**src/rtl/video_dma.sv**
```systemverilog
// Register-programmed loader that copies 32-bit words from system memory into
// the tile attribute RAM, tile data RAM or palette write ports.
module video_dma #(
  parameter int ADDR_WIDTH = 32,
  parameter int TATTR_AW   = 10,
  parameter int TDATA_AW   = 8,
  parameter int LEN_WIDTH  = 10
) (
  input  logic                  wclk,
  input  logic                  rst_n,
  input  logic [1:0]            reg_addr,
  input  logic [31:0]           reg_wdata,
  input  logic                  reg_wenable,
  output logic [31:0]           reg_rdata,
  output logic                  mem_req,
  output logic [ADDR_WIDTH-1:0] mem_addr,
  input  logic                  mem_ready,
  input  logic [31:0]           mem_rdata,
  output logic [TATTR_AW-1:0]   tattr_addr,
  output logic [7:0]            tattr_wdata,
  output logic                  tattr_wenable,
  output logic [TDATA_AW-1:0]   tdata_addr,
  output logic [15:0]           tdata_wdata,
  output logic [1:0]            tdata_wenable,
  output logic [3:0]            pal_addr,
  output logic [11:0]           pal_wdata,
  output logic                  pal_wenable,
  output logic                  busy
);

  // Destination counter is wide enough for the largest target; each target
  // takes its own low bits, which gives the modulo wrap for free.
  localparam int CW0 = (TATTR_AW > TDATA_AW) ? TATTR_AW : TDATA_AW;
  localparam int CW  = (CW0 > 10) ? CW0 : 10;

  typedef enum logic [1:0] {IDLE, FETCH, WRITE, FINISH} state_t;

  state_t                  state_reg;
  logic [ADDR_WIDTH-3:0]   src_reg;
  logic [1:0]              sel_reg;
  logic [9:0]              off_reg;
  logic [LEN_WIDTH-1:0]    len_reg;
  logic                    done_reg;
  logic                    err_reg;

  logic [ADDR_WIDTH-3:0]   src_cnt;
  logic [CW-1:0]           dst_cnt;
  logic [LEN_WIDTH-1:0]    len_cnt;
  logic [1:0]              sel_cur;
  logic [31:0]             word_reg;
  logic [1:0]              idx_reg;

  logic                    start_fire;
  logic                    cfg_we;
  logic                    emit;
  logic [31:0]             wr_word;
  logic [1:0]              wr_idx;
  logic [7:0]              wr_byte;
  logic [15:0]             wr_half;
  logic [1:0]              last_idx;
  logic [1:0]              step;
  logic [ADDR_WIDTH-3:0]   src_nxt;

  assign cfg_we     = reg_wenable && !busy;
  assign start_fire = cfg_we && (reg_addr == 2'd3) && reg_wdata[0];
  assign src_nxt    = src_cnt + 1'b1;

  // The first stroke is issued straight from mem_rdata on the accepting edge so
  // that it is visible in the first WRITE cycle.
  always_comb begin
    wr_word  = (state_reg == FETCH) ? mem_rdata : word_reg;
    wr_idx   = (state_reg == FETCH) ? 2'd0 : idx_reg + 2'd1;
    last_idx = (sel_cur == 2'd0) ? 2'd3 : 2'd1;
    step     = (sel_cur == 2'd1) ? 2'd2 : 2'd1;
    emit     = ((state_reg == FETCH) && mem_ready) ||
               ((state_reg == WRITE) && (idx_reg != last_idx));
    case (wr_idx)
      2'd0:    wr_byte = wr_word[7:0];
      2'd1:    wr_byte = wr_word[15:8];
      2'd2:    wr_byte = wr_word[23:16];
      default: wr_byte = wr_word[31:24];
    endcase
    wr_half = wr_idx[0] ? wr_word[31:16] : wr_word[15:0];
  end

  always_comb begin
    case (reg_addr)
      2'd0:    reg_rdata = 32'({src_reg, 2'b00});
      2'd1:    reg_rdata = {14'b0, sel_reg, 6'b0, off_reg};
      2'd2:    reg_rdata = 32'(len_reg);
      default: reg_rdata = {29'b0, err_reg, done_reg, busy};
    endcase
  end

  always_ff @(posedge wclk) begin
    if (!rst_n) begin
      state_reg     <= IDLE;
      src_reg       <= '0;
      sel_reg       <= '0;
      off_reg       <= '0;
      len_reg       <= '0;
      done_reg      <= 1'b0;
      err_reg       <= 1'b0;
      src_cnt       <= '0;
      dst_cnt       <= '0;
      len_cnt       <= '0;
      sel_cur       <= '0;
      word_reg      <= '0;
      idx_reg       <= '0;
      busy          <= 1'b0;
      mem_req       <= 1'b0;
      mem_addr      <= '0;
      tattr_addr    <= '0;
      tattr_wdata   <= '0;
      tattr_wenable <= 1'b0;
      tdata_addr    <= '0;
      tdata_wdata   <= '0;
      tdata_wenable <= '0;
      pal_addr      <= '0;
      pal_wdata     <= '0;
      pal_wenable   <= 1'b0;
    end else begin
      tattr_wenable <= 1'b0;
      tdata_wenable <= 2'b00;
      pal_wenable   <= 1'b0;

      if (cfg_we) begin
        case (reg_addr)
          2'd0: src_reg <= (ADDR_WIDTH-2)'(reg_wdata >> 2);
          2'd1: begin
            sel_reg <= reg_wdata[17:16];
            off_reg <= reg_wdata[9:0];
          end
          2'd2: len_reg <= LEN_WIDTH'(reg_wdata);
          default: ;
        endcase
      end
      if (reg_wenable && (reg_addr == 2'd3) && reg_wdata[1]) begin
        done_reg <= 1'b0;
        err_reg  <= 1'b0;
      end

      if (start_fire) begin
        done_reg <= 1'b0;
        err_reg  <= 1'b0;
        src_cnt  <= src_reg;
        dst_cnt  <= CW'(off_reg);
        len_cnt  <= len_reg;
        sel_cur  <= sel_reg;
        idx_reg  <= 2'd0;
        if (sel_reg == 2'd3) begin
          err_reg   <= 1'b1;
          done_reg  <= 1'b1;
          state_reg <= IDLE;
        end else if (len_reg == '0) begin
          done_reg  <= 1'b1;
          state_reg <= IDLE;
        end else begin
          state_reg <= FETCH;
          busy      <= 1'b1;
          mem_req   <= 1'b1;
          mem_addr  <= {src_reg, 2'b00};
        end
      end else begin
        case (state_reg)
          FETCH: if (mem_ready) begin
            word_reg  <= mem_rdata;
            mem_req   <= 1'b0;
            state_reg <= WRITE;
          end
          WRITE: if (idx_reg == last_idx) begin
            src_cnt <= src_nxt;
            len_cnt <= len_cnt - 1'b1;
            if (len_cnt != LEN_WIDTH'(1)) begin
              state_reg <= FETCH;
              mem_req   <= 1'b1;
              mem_addr  <= {src_nxt, 2'b00};
            end else begin
              state_reg <= FINISH;
              busy      <= 1'b0;
              done_reg  <= 1'b1;
            end
          end
          FINISH: state_reg <= IDLE;
          default: ;
        endcase

        if (emit) begin
          idx_reg <= wr_idx;
          dst_cnt <= dst_cnt + CW'(step);
          case (sel_cur)
            2'd0: begin
              tattr_addr    <= dst_cnt[TATTR_AW-1:0];
              tattr_wdata   <= wr_byte;
              tattr_wenable <= 1'b1;
            end
            2'd1: begin
              tdata_addr    <= {dst_cnt[TDATA_AW-1:1], 1'b0};
              tdata_wdata   <= wr_half;
              tdata_wenable <= 2'b11;
            end
            default: begin
              pal_addr    <= dst_cnt[3:0];
              pal_wdata   <= wr_half[11:0];
              pal_wenable <= 1'b1;
            end
          endcase
        end
      end
    end
  end

endmodule

```
**config.mk**
```make
export PLATFORM = sky130hd
export DESIGN_NAME = video_dma
export DESIGN_NICKNAME = d
export VERILOG_FILES = /design/src/rtl/video_dma.sv
export SDC_FILE = /design/constraint.sdc
export NUM_CORES = 1
export LEC_CHECK = 0
export BUFFER_PORTS_ARGS = -buffer_cell sky130_fd_sc_hd__buf_2
export CORE_MARGIN = 2
export CORE_UTILIZATION = 40
export DETAILED_ROUTE_END_ITERATION = 16
export MAX_ROUTING_LAYER = met4
export PLACE_DENSITY = 0.63
export SLEW_MARGIN = 0
export SYNTH_ARGS = -nofsm -noshare
export SYNTH_HDL_FRONTEND = slang
export SYNTH_SLANG_ARGS = --single-unit
```
**constraint.sdc**
```tcl
create_clock -name wclk -period 2.3 [get_ports wclk]
set_input_delay 0.345 -clock wclk [delete_from_list [all_inputs] [get_ports wclk]]
set_output_delay 0.345 -clock wclk [all_outputs]
set_load 0.02 [all_outputs]
```
### Word level (Yosys, flattened, before mapping)

Cells that the tools add are included.

| storage, ports and cells | value |
|---|---|
| flip-flop bits (word level) | 237 |
| bits of input ports | 70 |
| output and inout port bits | 128 |
| word-level logic and storage cells | 139 |

| operators by class | value |
|---|---|
| add/sub/neg operators | 4 |
| equality and inequality tests | 19 |
| multiplexer cells | 52 |
| bitwise gates (word level) | 4 |
| reduce and logical (&&, ||, !) cells | 35 |

Operators by type and width:

| kind | number |
|---|---|
| $mux W32 | 7 |
| $pmux W32 S3 | 1 |
| $mux W30 | 3 |
| $mux W10 | 5 |
| $add A30 B1 Y30 const B | 1 |
| $mux W1 | 24 |
| $pmux W8 S3 | 1 |
| $mux W16 | 1 |
| $mux W2 | 8 |
| $reduce_and A3 Y1 | 5 |
| $eq A2 B2 Y1 const B | 6 |
| $add A10 B2 Y10 | 1 |
| $logic_not A10 Y1 | 1 |
| $ne A10 B1 Y1 const B | 1 |
| $reduce_and A5 Y1 | 2 |
| $reduce_bool A2 Y1 | 5 |
| $sub A10 B1 Y10 const B | 1 |
| $eq A2 B1 Y1 const B | 4 |
| $reduce_and A2 Y1 | 4 |
| $logic_and A1 B1 Y1 | 7 |
| $logic_not A2 Y1 | 3 |
| $ne A2 B2 Y1 const B | 3 |
| $ne A3 B2 Y1 const B | 2 |
| $pmux W2 S3 | 1 |
| other kinds (13) | 17 |

### Longest topological paths before layout

Gate-level depths: netlist of the first run.

| logic depth | value |
|---|---|
| depth in word-level cells | 8 |
| mapped depth | 9 |
| mapped depth without buffers | 8 |

### Worst setup path after synthesis of the first run

No wires, ideal clock.

| timing path | value |
|---|---|
| path kind | register to register |
| start point | reg src_cnt[0] |
| end point | reg mem_addr[22] |
| setup time | 0.060 ns |
| arrival time | 2.103 ns |
| data required time | 2.240 ns |
| path slack | 0.137 ns |
| stages on the path, launching flop included | 8 |
| buffers on the path | 1 |
| clock period less this slack | 2.163 ns |
| cells stage by stage | dfxtp_1 -> ha_1 -> nand4_4 -> or4_4 -> buf_6 -> or4_1 -> nand3_1 -> a32o_2 |

| between the ends | value |
|---|---|
| longest elaborated chain between the ends | 5 |

RTL lines:

| element | line | text |
|---|---|---|
| from (decl) | 46 | `logic [ADDR_WIDTH-3:0] src_cnt;` |
| from (signal assigned) | 146 | `src_cnt <= src_reg;` |
| from (signal assigned) | 172 | `src_cnt <= src_nxt;` |
| $add A30 B1 Y30 | 66 | `assign src_nxt = src_cnt + 1'b1;` |
| $mux W32 | 174 | `if (len_cnt != LEN_WIDTH'(1)) begin` |
| $mux W32 | 171 | `WRITE: if (idx_reg == last_idx) begin` |
| $mux W32 | 165 | `case (state_reg)` |
| $mux W32 | 143 | `if (start_fire) begin` |
| to (signal assigned) | 162 | `mem_addr <= {src_reg, 2'b00};` |
| to (signal assigned) | 177 | `mem_addr <= {src_nxt, 2'b00};` |
| to (decl) | 16 | `output logic [ADDR_WIDTH-1:0] mem_addr,` |

Every way passes these cells. The select of a mux whose other input is x is not followed.
A chain may end at the register's enable or synchronous reset.

### Final worst setup path of the first run

| timing path | value |
|---|---|
| start point | reg src_cnt[1] |
| end point | reg mem_addr[30] |

Same word-level chain as after synthesis.

==> results of run 1 <==
## final timing paths
check	cells after the start	start	endpoint	slack, ns
max	8	src_cnt[1]	mem_addr[30]	0.11
min	3	mem_rdata[28]	word_reg[28]	0.04
max reg2reg	8	src_cnt[1]	mem_addr[30]	0.11
min reg2reg	2	tdata_wdata[2]	tdata_wdata[2]	0.45
## Yosys cell counts, types with 3 or more instances
master / count / area share [%]
a2111oi_0: 4 / 0.32
a211o_1: 15 / 1.2
a211oi_1: 7 / 0.48
a21oi_1: 151 / 6.9
a22o_1: 3 / 0.24
a311oi_1: 10 / 0.80
a31o_2: 3 / 0.24
a31oi_1: 6 / 0.34
a32o_1: 8 / 0.74
a32o_2: 6 / 0.62
and2_1: 29 / 1.7
and4_1: 7 / 0.56
buf_1: 13 / 0.45
buf_2: 16 / 0.74
buf_4: 4 / 0.28
clkbuf_1: 76 / 2.6
dfxtp_1: 234 / 43
ha_1: 5 / 0.57
inv_1: 18 / 0.62
mux2_2: 3 / 0.31
mux2i_1: 31 / 2.8
mux4_2: 6 / 1.2
nand2_1: 279 / 9.6
nand2b_1: 10 / 0.57
nand3_1: 55 / 2.5
nand4_1: 14 / 0.80
nor2_1: 68 / 2.3
nor2b_1: 7 / 0.40
nor3_1: 21 / 0.97
nor3b_1: 3 / 0.21
nor4_1: 10 / 0.57
o2111ai_1: 9 / 0.72
o211ai_1: 22 / 1.5
o21ai_0: 61 / 2.8
o21ai_1: 31 / 1.4
o22ai_1: 5 / 0.29
o311ai_0: 3 / 0.24
o311ai_1: 3 / 0.24
o31ai_1: 5 / 0.34
o32ai_1: 4 / 0.32
or3_1: 9 / 0.52
or4_1: 7 / 0.48
xnor2_1: 15 / 1.2
xor2_1: 13 / 1.0
## layer usage
| metal | track usage (%) | up-vias | routed length [um] |
|---|---|---|---|
| met4 | 5.95 | 0 | 718 |
| li1 | - | 5182 | - |
| met2 | 38.2 | 339 | 15400 |
| met5 | - | - | 0 |
| met1 | 30.6 | 4933 | 15100 |
| met3 | 3.27 | 52 | 1880 |
## kinds of logic (layout without fill, tap and decap cells)
family	Yosys count	count (layout)
buf+inv	129	334
flops	234	234
simple gates	538	538
mux	42	42
compound gates	375	375
other cells	1	3
xor+xnor	28	28
fa+ha+maj	6	6
## power groups by stage
stage                     sequential (W)  clock [W]  combinational [W]
after floorplan                  0.00426          0           0.000338
after global placement           0.00427          0           0.000615
after detailed placement         0.00427          0           0.000618
after CTS                        0.00418    0.00452           0.000621
after global routing             0.00419    0.00469           0.000681
final                            0.00419    0.00443           0.000622
## tightest hold or removal path, delay by kind of cell
family | cells | cell delay [ns]
buffers and inverters | 1 | 0.09
AND/OR/NAND/NOR | 1 | 0.04
AO/OA/AOI/OAI | 1 | 0.05
## what timing repair did
action | in CTS | in global routing
setup endpoints to repair | 0 | 8
gates resized for setup | 0 | 4
hold endpoints to repair | 0 | 0
setup buffers | 0 | 0
## stage by stage
step           utilization (%)  instance area, sq um  setup WS, ns  power [W]  hold slack, ns
3_3_place_gp              46.6                 12500         0.197    0.00489           0.442
6_report                  50.1                 13500         0.110    0.00924          0.0388
2_1_floorplan                -                 10900         0.137    0.00460           0.427
5_1_grt                   50.1                 13500       0.00396    0.00956          0.0415
4_1_cts                   50.0                 13500       0.00475    0.00932          0.0288
3_5_place_dp              46.6                 12500         0.150    0.00489           0.448
## final cells by class
type | instances | share of cell area (%)
well taps | 341 | 3.17
clock buffers | 41 | 5.93
repair buffers | 266 | 12.2
flip-flops and latches | 234 | 34.8
inverters | 18 | 0.520
clock inverters | 9 | 0.976
multi-input cells | 992 | 42.4
==> results_dict.tcl, run 1 <==
set metrics [dict create \
    port_buffers 194 \
    htreeDepth 1 \
    maxCapViolCount 0 \
    dp_cells 1851 \
    syn_inst 1353 \
    crit_chain "ha_2 -> nand4_4 -> buf_4 -> nor4_2 -> buf_4 -> nand3_1 -> and2_1 -> o41ai_2" \
    cts-root-buf "clkbuf_16" \
    worstMarginPinSlew_ns 0.669 \
    wl_per_cell_um 17.4 \
    skew_ns 0.0102 \
    std_cell_rows 60 \
    final_cell_mix "278 x nand2_1, 233 x dfxtp_1, 194 x buf_2" \
    grt_use_total_pct 23.4 \
    crit_path_end_kind "flop" \
    clock.fmax_mhz 457 \
    via_count 10500 \
    area_growth_pct 23.6 \
    cpLargestDelayFamily "simple AND/OR/NAND/NOR gates" \
    synth_adder_area_share_pct 0.758 \
    synth_top_family_by_area "simple AND/OR/NAND/NOR gates" \
    ir_drop_v 0.000575 \
    critPathBufInv 2 \
    worstHoldPathType "in -> reg" \
    synth_enable_flop_cells 0 \
    pwr-share-seq_pct 45.3 \
    antenna_found_initial 0 \
    synthesis.area_sq_um 10900 \
    nets 1615 \
    outcome "completed" \
    initialDrtViolationCount 929 \
    drc 0 \
    ios 198 \
    viasPerCell 5.53 \
    cts_tree "built" \
    p_int_w 0.00707 \
    start_kind "flop" \
    cp_max_fo 7 \
    die_w_um 169 \
    synth_compound_area_share_pct 21.4 \
    worst_slew_margin_rel_pct 55.4 \
    yosysUniqueCellTypes 75 \
    synth_xor_area_share_pct 2.25 \
    power_density_nw_per_um2 686 \
    totalWireLength_mm 33.1 \
    regArea_sq_um 4690 \
    power_frac_clock_pct 48.0 \
    start_util_pct 40.5 \
    clock_sinks 234 \
    slowest_stage "o41ai_2" \
    ys_seq_elements 234 \
    synth_ff_type "dfxtp_1" \
    die_height_um 169 \
    ant_nets 0 \
    fill_cells 2644 \
    async_flop_share_pct 0 \
    yosysWarnings 0 \
    synth_mux_area_share_pct 4.61 \
    ctsHoldBuffers 0 \
    p_leak_nw 5.24 \
    switching_share_pct 23.5 \
    finalCritPeriodShare_pct 95.2 \
    required_ns 2.72 \
    core_area_sq_um 26900 \
    final_common_cell "nand2_1" \
    rsz0062_at_grt "no" \
    comb_power_share_pct 6.7 \
    drive_gt1_share_pct 22.2 \
    ys_seq_area_share_pct 43.0 \
    finalCriticalPeriod_ns 2.19 \
    synth-simple-area-share_pct 23.1 \
    grt_overflow 0 \
    layout.cells.non_filler 1901 \
    hold_viol 0 \
    hpwl_mm 23.7 \
    tns_ns 0 \
    syn_area_per_cell_sq_um 8.05 \
    drv_slew 0 \
    grt_pass1_vias 9919 \
    die_area_sq_um 28600 \
    netSwitchingPower_w 0.00217 \
    grt_pass1_wl_mm 52.6 \
    cts_buffers 27 \
    diodes 0 \
    multiInputGateArea_sq_um 5700 \
    cts_buffer_depth 3 \
    finalSetupViolations 0 \
    clk_pin_slew_ns 0.06 \
    critPathArrivalTime_ns 2.61 \
    gp_congestion 0.882 \
    grt_max_degree 52 \
    critPathKind "reg -> reg" \
    largest_reg_flops 32 \
    cpPeakStageDelay_ns 0.37 \
    worstSkewPairLatency_ns 0.54 \
    cp_common_cell "buf_4" \
    first_pass_iters 5 \
]
Power figures use the tool's default switching activity.
==> inputs of run 2 (changes only) <==
--- a/config.mk
+++ b/config.mk
@@ -8,7 +8,9 @@
 export BUFFER_PORTS_ARGS = -buffer_cell sky130_fd_sc_hd__buf_2
+export CELL_PAD_IN_SITES_DETAIL_PLACEMENT = 0
+export CELL_PAD_IN_SITES_GLOBAL_PLACEMENT = 1
 export CORE_MARGIN = 2
-export CORE_UTILIZATION = 40
+export CORE_UTILIZATION = 37
 export DETAILED_ROUTE_END_ITERATION = 16
 export MAX_ROUTING_LAYER = met4
-export PLACE_DENSITY = 0.63
+export PLACE_DENSITY = 0.76
 export SLEW_MARGIN = 0
==> constraint.sdc (replaced) <==
create_clock -name wclk -period 2.3 [get_ports wclk]
set_input_delay 0.46 -clock wclk [delete_from_list [all_inputs] [get_ports wclk]]
set_output_delay 0.46 -clock wclk [all_outputs]
set_load 0.02 [all_outputs]
==> results_dict.tcl, run 2 (synthesis results as in run 1) <==
set metrics [dict create \
    ios 198 \
    final_common_cell "nand2_1" \
    cts_tree "built" \
    slowest_stage "or4_4" \
    crit_path_end_kind "flop" \
    final_util_pct 46.5 \
    finalSetupViolations 0 \
    fin_hold_ws_ns 0.160 \
    final_cell_mix "278 x nand2_1, 232 x dfxtp_1, 194 x buf_2" \
    clock.fmax_mhz 469 \
    p_leak_nw 5.19 \
    die_w_um 176 \
    htreeDepth 1 \
    power_density_nw_per_um2 684 \
    skew_ns 0.0125 \
    required_ns 2.76 \
    rsz0062_at_grt "no" \
    clock_sinks 234 \
    finalCriticalPeriod_ns 2.13 \
    gp_congestion 0.859 \
    drive_gt1_share_pct 21.7 \
    hpwl_mm 24.0 \
    die_area_sq_um 30800 \
    ctsHoldBuffers 0 \
    ir_drop_v 0.000419 \
    worstHoldPathType "in -> reg" \
    die_height_um 176 \
    totalWireLength_mm 33.6 \
    critPathArrivalTime_ns 2.60 \
    hold_viol 0 \
    std_cell_rows 62 \
    critPathKind "reg -> reg" \
    clk_pin_slew_ns 0.06 \
    cts_buffers 27 \
    worst_slew_margin_rel_pct 52.9 \
    grt_pass1_wl_mm 52.4 \
    grt_use_total_pct 21.6 \
    start_kind "flop" \
    wl_per_cell_um 17.4 \
    ant_nets 0 \
    port_buffers 194 \
    area_growth_pct 23.2 \
    crit_chain "ha_2 -> nand4_4 -> or4_4 -> or3_1 -> a31o_1 -> o22ai_1" \
    worstMarginPinSlew_ns 0.706 \
    start_util_pct 37.7 \
    initialDrtViolationCount 718 \
    tns_ns 0 \
    grt_pass1_vias 9680 \
    critPathBufInv 0 \
    outcome "completed" \
    cpLargestDelayFamily "simple AND/OR/NAND/NOR gates" \
    ff2ff_setup_slack_ns 0.17 \
    worstSkewPairLatency_ns 0.53 \
    drc 0 \
    via_count 10400 \
    finalCritPeriodShare_pct 92.8 \
    cts-root-buf "clkbuf_16" \
    grt_overflow 0 \
    core_area_sq_um 28900 \
    nets 1607 \
    largest_reg_flops 32 \
    drv_slew 0 \
    maxCapViolCount 0 \
    first_pass_iters 5 \
    antenna_found_initial 0 \
    cts_buffer_depth 3 \
    cpPeakStageDelay_ns 0.62 \
    grt_max_degree 57 \
    viasPerCell 5.40 \
    cp_max_fo 12 \
]
[run 2: final cells by class]
class	instances	area (sq um)
clock inverter	9	126
fill	2915	15400
timing repair buffer	258	1560
inverter	18	70.1
antenna	1	2.50
clock buffer	39	781
multi-input combinational	992	5700
tap	384	480
sequential	234	4690
[run 2: final timing paths]
path / startpoint / to / cells after the start
setup / recovery: src_cnt[1] / mem_addr[18] / 6
hold / removal: reg_wdata[28] / src_reg[26] / 3
setup reg to reg: src_cnt[1] / mem_addr[18] / 6
hold reg to reg: tdata_wdata[13] / tdata_wdata[13] / 2
[run 2: timing repair]
action                                  CTS  global route
endpoints found under the setup margin    0             2
buffers inserted                          0             0
resized for setup                         0             3
[run 2: report_power, final]
group | total [W] | switching [W] | internal [W]
Combinational | 0.000593 | 0.000382 | 0.000211
Sequential | 0.00419 | 0.0000696 | 0.00412
Clock | 0.00439 | 0.00171 | 0.00268
[run 2: metrics by stage]
| step | instance area (sq um) | total power, W | setup slack, ns | instances |
|---|---|---|---|---|
| 6_report | 13400 | 0.00917 | 0.166 | 1935 |
| 5_1_grt | 13400 | 0.00950 | 0.00111 | 1934 |
| 4_1_cts | 13400 | 0.00927 | 0.127 | 1934 |
| 3_5_place_dp | 12500 | 0.00487 | 0.146 | 1886 |
| 3_3_place_gp | 12500 | 0.00487 | 0.205 | 1886 |
| 2_1_floorplan | 10900 | 0.00460 | 0.137 | 1355 |
[run 2: worst min-delay path, delay by kind of cell]
| family | cells | cell delay, ns |
|---|---|---|
| compound gates | 1 | 0.05 |
| buf+inv | 1 | 0.09 |
| simple gates | 1 | 0.04 |
[run 2: per-layer routing]
| layer | track usage (%) | wire (um) | up-vias |
|---|---|---|---|
| li1 | - | - | 5178 |
| met1 | 29.3 | 15500 | 4945 |
| met2 | 35.0 | 15800 | 285 |
| met3 | 2.23 | 1700 | 41 |
| met4 | 4.79 | 612 | 0 |
| met5 | - | 0 | - |
